File: src/rtl/apb_program_loader.sv
// -----------------------------------------------------------------------------
// apb_program_loader
//
// Turns host-side load commands into single APB transfers on the core's
// program-load port. Each accepted command produces exactly one response.
// A sequence of commands is framed by instruction_load_start, which rises when
// the first command is accepted and falls after the response to the command
// tagged cmd_last. load_done pulses together with that final response.
//
// Optional feature (macro APB_LOAD_VERIFY_EN):
//   every aligned write is followed by a readback of the same address. The
//   response carries the value read back, and rsp_err flags a mismatch
//   against the written data.
//
// Ports:
//   clk, rst                  clock, synchronous active-low reset
//   cmd_valid/cmd_ready       host command handshake
//   cmd_write/addr/wdata/last command payload
//   rsp_valid/rsp_rdata/err   one-cycle response (rdata 0 for writes)
//   pselect/pwrite/pready     APB control, pready is the access strobe
//   paddr/pwdata/prdata       APB address and data (core addr_in/data_in/data_out)
//   instruction_load_start    load window
//   load_done                 one-cycle pulse at the end of the load
//   dbg_state                 current FSM state, for observation only
// -----------------------------------------------------------------------------
module apb_program_loader #(
    parameter int DATA_LENGTH    = 32,
    parameter int ADDRESS_LENGTH = 32,
    parameter int RD_LATENCY     = 2
) (
    input  logic                      clk,
    input  logic                      rst,
    input  logic                      cmd_valid,
    output logic                      cmd_ready,
    input  logic                      cmd_write,
    input  logic [ADDRESS_LENGTH-1:0] cmd_addr,
    input  logic [DATA_LENGTH-1:0]    cmd_wdata,
    input  logic                      cmd_last,
    output logic                      rsp_valid,
    output logic [DATA_LENGTH-1:0]    rsp_rdata,
    output logic                      rsp_err,
    output logic                      pselect,
    output logic                      pwrite,
    output logic                      pready,
    output logic [ADDRESS_LENGTH-1:0] paddr,
    output logic [DATA_LENGTH-1:0]    pwdata,
    input  logic [DATA_LENGTH-1:0]    prdata,
    output logic                      instruction_load_start,
    output logic                      load_done,
    output logic [2:0]                dbg_state
);

    typedef enum logic [2:0] {
        IDLE    = 3'd0,
        SETUP   = 3'd1,
        ACCESS  = 3'd2,
        RD_WAIT = 3'd3,
        RESP    = 3'd4
    } state_t;

    // The wait counter counts RD_LATENCY-1 down to 0, so RD_WAIT lasts
    // exactly RD_LATENCY cycles.
    localparam logic [3:0] WAIT_INIT = 4'(RD_LATENCY - 1);

    state_t state, state_next;

    logic                      alive;      // low for the first cycle after reset
    logic                      write_q;
    logic                      last_q;
    logic                      verify_q;   // in the readback pass of a write
    logic                      err_q;
    logic [ADDRESS_LENGTH-1:0] addr_q;
    logic [DATA_LENGTH-1:0]    wdata_q;
    logic [DATA_LENGTH-1:0]    rdata_q;
    logic [3:0]                wait_cnt;
    logic                      load_start_q;

    logic accept;
    logic misaligned;
    logic write_pass;  // ACCESS belongs to the write pass of a write command

    // Handshake: a command transfers on a rising edge where cmd_valid and
    // cmd_ready are both high. The source holds cmd_valid and the payload
    // steady until that edge; cmd_ready is only ever high in IDLE.
    assign accept     = cmd_valid && cmd_ready;
    assign misaligned = (cmd_addr[1:0] != 2'b00);
    assign write_pass = write_q && !verify_q;

    assign paddr                  = addr_q;
    assign pwdata                 = wdata_q;
    assign instruction_load_start = load_start_q;
    assign dbg_state              = state;

    // -------------------------------------------------------------------------
    // State register
    // -------------------------------------------------------------------------
    always_ff @(posedge clk) begin
        if (!rst) begin
            state <= IDLE;
        end else begin
            state <= state_next;
        end
    end

    // -------------------------------------------------------------------------
    // Next state and state-decoded outputs
    // -------------------------------------------------------------------------
    always_comb begin
        state_next = state;
        cmd_ready  = 1'b0;
        pselect    = 1'b0;
        pready     = 1'b0;
        pwrite     = 1'b0;
        rsp_valid  = 1'b0;
        rsp_err    = 1'b0;
        rsp_rdata  = '0;
        load_done  = 1'b0;

        case (state)
            IDLE: begin
                // Held off for the first cycle after reset so every output
                // reads 0 right after the reset edge.
                cmd_ready = alive;
                if (accept) begin
                    state_next = misaligned ? RESP : SETUP;
                end
            end
            SETUP: begin
                pselect = 1'b1;
                pwrite  = write_pass;
                state_next = ACCESS;
            end
            ACCESS: begin
                pselect = 1'b1;
                pready  = 1'b1;
                pwrite  = write_pass;
                if (write_pass) begin
`ifdef APB_LOAD_VERIFY_EN
                    state_next = SETUP;
`else
                    state_next = RESP;
`endif
                end else begin
                    state_next = RD_WAIT;
                end
            end
            RD_WAIT: begin
                if (wait_cnt == 4'd0) begin
                    state_next = RESP;
                end
            end
            RESP: begin
                rsp_valid  = 1'b1;
                rsp_err    = err_q;
                rsp_rdata  = rdata_q;
                load_done  = last_q;
                state_next = IDLE;
            end
            default: begin
                state_next = IDLE;
            end
        endcase
    end

    // -------------------------------------------------------------------------
    // Command latch, read capture, wait counter and load window
    // -------------------------------------------------------------------------
    always_ff @(posedge clk) begin
        if (!rst) begin
            alive        <= 1'b0;
            write_q      <= 1'b0;
            last_q       <= 1'b0;
            verify_q     <= 1'b0;
            err_q        <= 1'b0;
            addr_q       <= '0;
            wdata_q      <= '0;
            rdata_q      <= '0;
            wait_cnt     <= '0;
            load_start_q <= 1'b0;
        end else begin
            alive <= 1'b1;

            if (accept) begin
                write_q      <= cmd_write;
                last_q       <= cmd_last;
                addr_q       <= cmd_addr;
                wdata_q      <= cmd_wdata;
                verify_q     <= 1'b0;
                rdata_q      <= '0;
                err_q        <= misaligned;
                load_start_q <= 1'b1;
            end

            if (state == ACCESS) begin
                if (write_pass) begin
`ifdef APB_LOAD_VERIFY_EN
                    verify_q <= 1'b1;
`endif
                end else begin
                    wait_cnt <= WAIT_INIT;
                end
            end

            if (state == RD_WAIT) begin
                if (wait_cnt == 4'd0) begin
                    rdata_q <= prdata;
`ifdef APB_LOAD_VERIFY_EN
                    // Only the readback pass of a write is compared.
                    if (write_q) begin
                        err_q <= (prdata != wdata_q);
                    end
`endif
                end else begin
                    wait_cnt <= wait_cnt - 4'd1;
                end
            end

            // The window closes on the edge that ends the final response.
            if (state == RESP && last_q) begin
                load_start_q <= 1'b0;
            end
        end
    end

endmodule
File: config.mk
export PLATFORM = sky130hd
export DESIGN_NAME = apb_program_loader
export DESIGN_NICKNAME = d
export VERILOG_FILES = /design/src/rtl/apb_program_loader.sv
export SDC_FILE = /design/constraint.sdc
export NUM_CORES = 1
export LEC_CHECK = 0
export BUFFER_PORTS_ARGS = -buffer_cell sky130_fd_sc_hd__buf_4
export CAP_MARGIN = 15
export CORE_MARGIN = 2
export CORE_UTILIZATION = 45
export DETAILED_ROUTE_END_ITERATION = 12
export GPL_ROUTABILITY_DRIVEN = 0
export GPL_TIMING_DRIVEN = 0
export PLACE_DENSITY = 0.84
export SYNTH_ARGS = -nofsm -noshare
export SYNTH_HDL_FRONTEND = slang
export SYNTH_SLANG_ARGS = --single-unit
File: constraint.sdc
create_clock -name clk -period 2.75 [get_ports clk]
set_input_delay 0.275 -clock clk [delete_from_list [all_inputs] [get_ports clk]]
set_output_delay 0.275 -clock clk [all_outputs]
set_load 0.03 [all_outputs]
# Word level (Yosys, flattened, before mapping)
# Index checks and enable logic that the tools add are counted.
[totals]
reg_bits = 108
input_bits = 101
output_inout_bits = 107
elab_cells = 47
[op_classes]
n_addsub = 1
n_eq_ne = 6
muxes = 21
bitwise_logic = 1
reduce_logical = 8
[ops]
columns = ["cell", "count"]
rows = [
  ["two-way mux 32 bit", 4],
  ["two-way mux 4 bit", 4],
  ["two-way mux 3 bit", 4],
  ["one-hot mux 3 bit (4 select lines)", 1],
  ["two-way mux 1 bit", 8],
  ["equality test 3 x 2 -> 1 bit (second input constant)", 2],
  ["logical NOT 4 bit", 1],
  ["!= test 2 bit (second input constant)", 2],
  ["OR reduction 2 bit", 2],
  ["subtractor 4 x 1 -> 4 bit (second input constant)", 1],
  ["equality test 3 x 1 -> 1 bit (second input constant)", 1],
  ["equality test 3 bit (second input constant)", 1],
  ["logical NOT 3 bit", 1],
  ["logical AND 1 bit", 2],
  ["AND reduction 2 bit", 1],
  ["nonzero test 2 bit", 1],
  ["NOT 1 bit", 1],
]

# Logic depth before layout (Yosys ltp)
# Gate-level depths: netlist of run 1.
[depth]
ltp_word = 6
mapped_depth = 6
depth_no_buf = 5

# Worst setup path before layout of run 1
# OpenSTA, ideal clock, no wires.
[synth_path]
kind = "register -> output"
startpoint = "register state[2] (netlist: dbg_state[2])"
endpoint = "output rsp_rdata[22]"
arrival_ps = 1936
required_time_ps = 2475
path_slack_ps = 539
stages_incl_launch_ff = 5
n_path_buf = 2
cell_sequence = "dfxtp_1 > buf_6 > nor3b_1 > clkbuf_1 > and2_1"
[synth_between]
elab_chain_len = 2
[synth_lines]
columns = ["item", "line", "source"]
rows = [
  ["start: declaration", "65", "state_t state, state_next;"],
  ["start signal: assignment", "101", "state <= state_next;"],
  ["equality test 3 bit", "119", "case (state)"],
  ["two-way mux 32 bit", "119", ""],
  ["end: declaration", "40", "output logic [DATA_LENGTH-1:0] rsp_rdata,"],
]
# No other way between the ends.

# Worst setup path after layout of run 1
[layout_path]
startpoint = "register state[0] (netlist: dbg_state[0])"
endpoint = "output cmd_ready"
[layout_between]
elab_chain_len = 2
[layout_lines]
columns = ["item", "line", "source"]
rows = [
  ["logical NOT 3 bit", "119", ""],
  ["two-way mux 1 bit", "119", ""],
  ["end: declaration", "34", "output logic cmd_ready,"],
]
# No other way between the ends.

==> flow_metrics.env, run 1 <==
export IMPL_io_pins=208
export IMPL_crit_type="flip-flop to output port"
export IMPL_row_count=36
export IMPL_synth_seq_cells=108
export IMPL_firstDrtPassIters=5
export IMPL_ys_flop_type="dfxtp_1"
export IMPL_worstSetupEndpointType="output port"
export IMPL_vias_per_cell=5.32
export IMPL_fp_dieW_um=103
export IMPL_synthesis_nets=643
export IMPL_drt_iter0_markers=155
export IMPL_drt_total_wl_mm=13.6
export IMPL_leakage_nw=2.65
export IMPL_h_tree_depth=3
export IMPL_finish_instance_area_sq_um=6300
export IMPL_setup_ws_ps=280
export IMPL_rsz0062_at_grt="false"
export IMPL_final_common_cell="buf_4"
export IMPL_worst_pin_slew_ps=631
export IMPL_ys_warn_count=0
export IMPL_drive_gt1_share_pct=31.9
export IMPL_n_antenna_cell=0
export IMPL_fin_crit_sh_pct=89.8
export IMPL_grt_pass1_wl_mm=20.7
export IMPL_cts_resized=0
export IMPL_synth_cells=541
export IMPL_avgSynthCellArea_sq_um=8.13
export IMPL_yosysUniqueCellTypes=35
export IMPL_ant_nets=0
export IMPL_dpl_cell_area_sq_um=6120
export IMPL_final_hold_viol_count=0
export IMPL_worstPathRequired_ps=2480
export IMPL_vdd_drop_max_mv=0.306
export IMPL_postCtsSetupBuffers=0
export IMPL_wl_per_cell_um=15.1
export IMPL_die_h_um=103
export IMPL_grt_usage_pct=24.5
export IMPL_worstPathMaxFanout=10
export IMPL_syn_cell_area_sq_um=4400
export IMPL_final_cell_mix="207 x buf_4, 108 x dfxtp_1, 73 x a21oi_1"
export IMPL_ff_latch_area_sq_um=2160
export IMPL_port_buffers=207
export IMPL_fin_crit_ps=2470
export IMPL_totalNegativeSetupSlack_ps=0
export IMPL_fin_nets=861
export IMPL_drc=0
export IMPL_synth_edf_count=0
export IMPL_startpoint_type="flip-flop"
export IMPL_fill_cells=860
export IMPL_num_vias=4770
export IMPL_initial_utilization_pct=45.6
export IMPL_coreArea_sq_um=9640
export IMPL_multiInputGateArea_sq_um=1970
export IMPL_cts_hold_buf=0
export IMPL_pre_cts_ws_ps=477
export IMPL_slew_headroom_pct=57.8
export IMPL_syn_to_final_growth_pct=43.2
export IMPL_grt_max_degree=19
export IMPL_root_buffer="clkbuf_8"
export IMPL_yosysSeqAreaShare_pct=49.1
export IMPL_cts_tree="yes"
export IMPL_grt_ovfl_total=0
export IMPL_clockBufferDepth=2
export IMPL_synthArstFlopShare_pct=0
export IMPL_status="finished clean"
export IMPL_cts_clk_slew_worst_paths_ps=100
export IMPL_antenna_found_initial=0
export IMPL_cap_violations=0
export IMPL_worstHoldPathType="input pin to flip-flop"
export IMPL_insertion_delay_ps=360
export IMPL_pwr_density_cell_nw_per_um2=498
export IMPL_dp_hpwl_mm=10.4
export IMPL_cp_data_arrival_time_ps=2190
export IMPL_fp_dieArea_sq_um=10600
export IMPL_setup_viol=0
export IMPL_cts_buffers=9
export IMPL_final_max_slew_violation_count=0
export IMPL_fmax_mhz=405
export IMPL_skew_ps=11.6
export IMPL_cts_sink_count=108
export IMPL_grt_pass1_vias=4425
-- power by group --
part           switching, mW  total [mW]  internal, mW
Combinational          0.358       0.601         0.243
Sequential            0.0287        1.65          1.62
Clock                  0.551       0.890         0.339
-- final cells by class --
cell class	instances	area share, %
sequential	108	34.3
multi-input combinational	374	31.3
timing repair buffer	207	24.7
buffer	55	4.05
tap	133	2.64
clock buffer	10	2.03
clock inverter	6	0.755
inverter	4	0.238
-- stage by stage --
stage / total power, mW / instances / utilization [%] / hold slack (ps)
finish: 3.14 / 897 / 65.4 / 67.9
global route: 3.28 / 897 / 65.4 / 49.8
CTS: 3.16 / 897 / 65.3 / 44.8
detailed placement: 2.28 / 881 / 63.5 / 432
global placement: 2.27 / 881 / 63.5 / 433
floorplan: 2.00 / 541 / - / 303
-- Yosys cell counts, drive strengths merged, types with 2 or more instances --
cell | count | share of area [%]
nor3 | 2 | 0.34
o22ai | 33 | 5.0
and2 | 37 | 5.3
dfxtp | 108 | 49
nand2 | 67 | 5.7
buf | 13 | 2.2
nand3 | 68 | 7.7
inv | 4 | 0.34
clkbuf | 42 | 3.6
or3b | 2 | 0.40
nor3b | 3 | 0.51
o211ai | 2 | 0.34
a21oi | 73 | 8.3
o21ai | 68 | 7.7
nor2 | 3 | 0.26
or3 | 3 | 0.54
-- state kept, by name, indices dropped and copies added, names as in the netlist --
name,count
err_q,1
dbg_state,3
write_q,1
alive,1
rdata_q,32
instruction_load_start,1
last_q,1
pwdata,32
wait_cnt,4
paddr,32
-- path summary, 6_finish.rpt --
| path | start | end | slack [ps] | cells past startpoint |
|---|---|---|---|---|
| max | dbg_state[0] | cmd_ready | 280 | 5 |
| min | rst | alive | 70 | 1 |
| min reg2reg | rdata_q[22] | rdata_q[22] | 470 | 2 |
| max reg2reg | wait_cnt[0] | rdata_q[20] | 730 | 6 |
-- cells by family (layout without fill, tap and decap cells) --
group                      after synthesis  count (layout)  share of synthesized area, %
xor gates and xnor gates                 1               1                         0.199
buffers and inverters                   59             282                          6.14
AOI/OAI and AO/OA                      181             181                          22.3
and+or+nand+nor                        191             191                          22.0
DFF                                    108             108                          49.1
adders and majority gates                1               1                         0.284
-- critical path: stages (launching register included) --
cell      delay [ps]
dfxtp_1          330
buf_2            180
nor3_2           510
clkbuf_1         440
and2_1           210
buf_4            160
-- per-layer routing --
layer	vias up	GRT usage, %	wire length (um)
met5	-	0	0
met1	2222	29.1	5480
met3	24	6.10	1170
met4	0	8.70	229
li1	2331	-	-
met2	193	43.2	6710
(Power assumes the default switching activity.)
==> run 2, diff against run 1 <==
Settings changed: CORE_UTILIZATION 45 to 42, PLACE_DENSITY 0.84 to 0.82.
Clock period 2.75 ns to 2 ns, I/O delays scaled along.
==> run 2 against run 1 <==
Final cell count increased by 0.78%. Sequential share of layout area down 0.78 points. Non-clock buffer count increased by 4. Critical path depth rose by 1. Hold slack gained 18 ps. Sequential power grew 37%. Via count is 2.2% higher. Highest routed layer unchanged. Count of clock-buffer cells in the layout unchanged. Clock skew up 6.5 ps. Worst setup slack got worse by 200 ps. Largest power group unchanged. Design area increased by 2.3%.
==> flow_metrics.env, run 2 (synthesized netlist as in run 1, its figures left out) <==
export IMPL_status="finished clean"
export IMPL_n_antenna_cell=0
export IMPL_fp_dieW_um=106
export IMPL_clockBufferDepth=2
export IMPL_grt_pass1_vias=4597
export IMPL_totalNegativeSetupSlack_ps=0
export IMPL_crit_type="flip-flop to output port"
export IMPL_utilization_pct=63.0
export IMPL_worstSetupEndpointType="output port"
export IMPL_startpoint_type="flip-flop"
export IMPL_critPathBufInv=4
export IMPL_dp_hpwl_mm=10.5
export IMPL_final_max_slew_violation_count=0
export IMPL_skew_ps=18.2
export IMPL_syn_to_final_growth_pct=46.5
export IMPL_hold_ws_ps=85.9
export IMPL_drt_total_wl_mm=14.2
export IMPL_final_cell_mix="210 x buf_4, 108 x dfxtp_1, 73 x a21oi_1"
export IMPL_setup_ws_ps=81.2
export IMPL_fmax_mhz=521
export IMPL_coreArea_sq_um=10200
export IMPL_cts_tree="yes"
export IMPL_wl_per_cell_um=15.7
export IMPL_rsz0062_at_grt="false"
export IMPL_worstPathMaxFanout=10
export IMPL_cts_buffers=9
export IMPL_insertion_delay_ps=360
export IMPL_cts_sink_count=108
export IMPL_fin_nets=865
export IMPL_final_common_cell="buf_4"
export IMPL_fin_crit_ps=1920
export IMPL_worstHoldPathType="input pin to flip-flop"
export IMPL_slowest_delay_ps=340
export IMPL_dp_cells=884
export IMPL_r2r_end="rdata_q[2]"
export IMPL_multiInputGateArea_sq_um=1990
export IMPL_dpl_cell_area_sq_um=6120
export IMPL_die_h_um=106
export IMPL_cp_common_cell="buf_4"
export IMPL_endpoint="rsp_rdata[6]"
export IMPL_grt_usage_pct=24.1
export IMPL_io_pins=208
export IMPL_ant_nets=0
export IMPL_num_vias=4873
export IMPL_fill_cells=890
export IMPL_drt_iter0_markers=285
export IMPL_row_count=37
export IMPL_cap_violations=0
export IMPL_h_tree_depth=3
export IMPL_power_mw=4.64
export IMPL_firstDrtPassIters=4
export IMPL_drc=0
export IMPL_grt_ovfl_total=0
export IMPL_crit_chain="buf_4 > nor3b_4 > buf_6 > clkbuf_4 > and2_1 > buf_4"
export IMPL_ff_latch_area_sq_um=2160
export IMPL_cp_data_arrival_time_ps=1720
export IMPL_reg2reg_slack_ps=210
export IMPL_slowest_stage="dfxtp_1"
export IMPL_finish_instance_area_sq_um=6450
export IMPL_vdd_drop_max_mv=0.506
export IMPL_ff2ff_path_depth=6
export IMPL_cp_depth=6
export IMPL_worst_pin_slew_ps=527
export IMPL_path_delay_family="buffers and inverters"
export IMPL_vias_per_cell=5.39
export IMPL_hp_start="cmd_wdata[15]"
export IMPL_initial_utilization_pct=43.0
export IMPL_pre_cts_ws_ps=-251
export IMPL_setup_viol=0
export IMPL_grt_pass1_wl_mm=22.1
export IMPL_drive_gt1_share_pct=32.9
export IMPL_final_hold_viol_count=0
export IMPL_port_buffers=207
export IMPL_leakage_nw=2.72
export IMPL_fin_cells=904
export IMPL_grt_max_degree=19
export IMPL_r2r_start="wait_cnt[0]"
export IMPL_pwr_density_cell_nw_per_um2=720
export IMPL_crit_path_start="dbg_state[1]"
export IMPL_cts_clk_slew_worst_paths_ps=120
export IMPL_worstPathRequired_ps=1800
export IMPL_fp_dieArea_sq_um=11300
export IMPL_root_buffer="clkbuf_8"
export IMPL_fin_crit_sh_pct=95.9
export IMPL_antenna_found_initial=0
export IMPL_slew_headroom_pct=64.9
[run 2: final cells by class]
cell class | count | share of cell area [%]
repair buffers | 211 | 24.8
multi-input cells | 374 | 30.9
clock inverters | 6 | 1.48
flip-flops and latches | 108 | 33.5
clock buffers | 10 | 2.14
plain buffers | 55 | 4.27
well taps | 136 | 2.64
inverters | 4 | 0.233
[run 2: worst min-delay path by stage]
stage,endpoint,slack [ps],cells after the start
final,pwdata[15],90,3
after CTS,rdata_q[23],80,3
after floorplan,alive,230,0
after global placement,alive,360,1
after detailed placement,alive,360,1
after global routing,paddr[26],70,3
[run 2: per-layer routing]
metal / share of wire [%] / vias to the layer above / track usage (%)
met5: 0 / - / 0
met4: 3.3 / 0 / 9.87
met3: 5.9 / 40 / 3.43
met2: 50 / 184 / 42.9
met1: 41 / 2307 / 28.9
li1: - / 2342 / -
[run 2: what timing repair did]
item,4_1_cts,5_1_grt
buffers inserted,3,0
endpoints found under the setup margin,66,29
endpoints found under the hold margin,1,0
gates resized for setup,8,16
hold buffers,1,0
pin swaps,2,0
[run 2: tightest hold or removal path, delay by kind of cell]
kind	cells	cell delay (ps)
buf+inv	1	110
compound gates	1	50
simple gates	1	50
[run 2: report_power, final]
part           switching (mW)  internal, mW
Combinational           0.505         0.351
Clock                   0.770         0.752
Sequential             0.0385          2.22
Total                    1.31          3.33
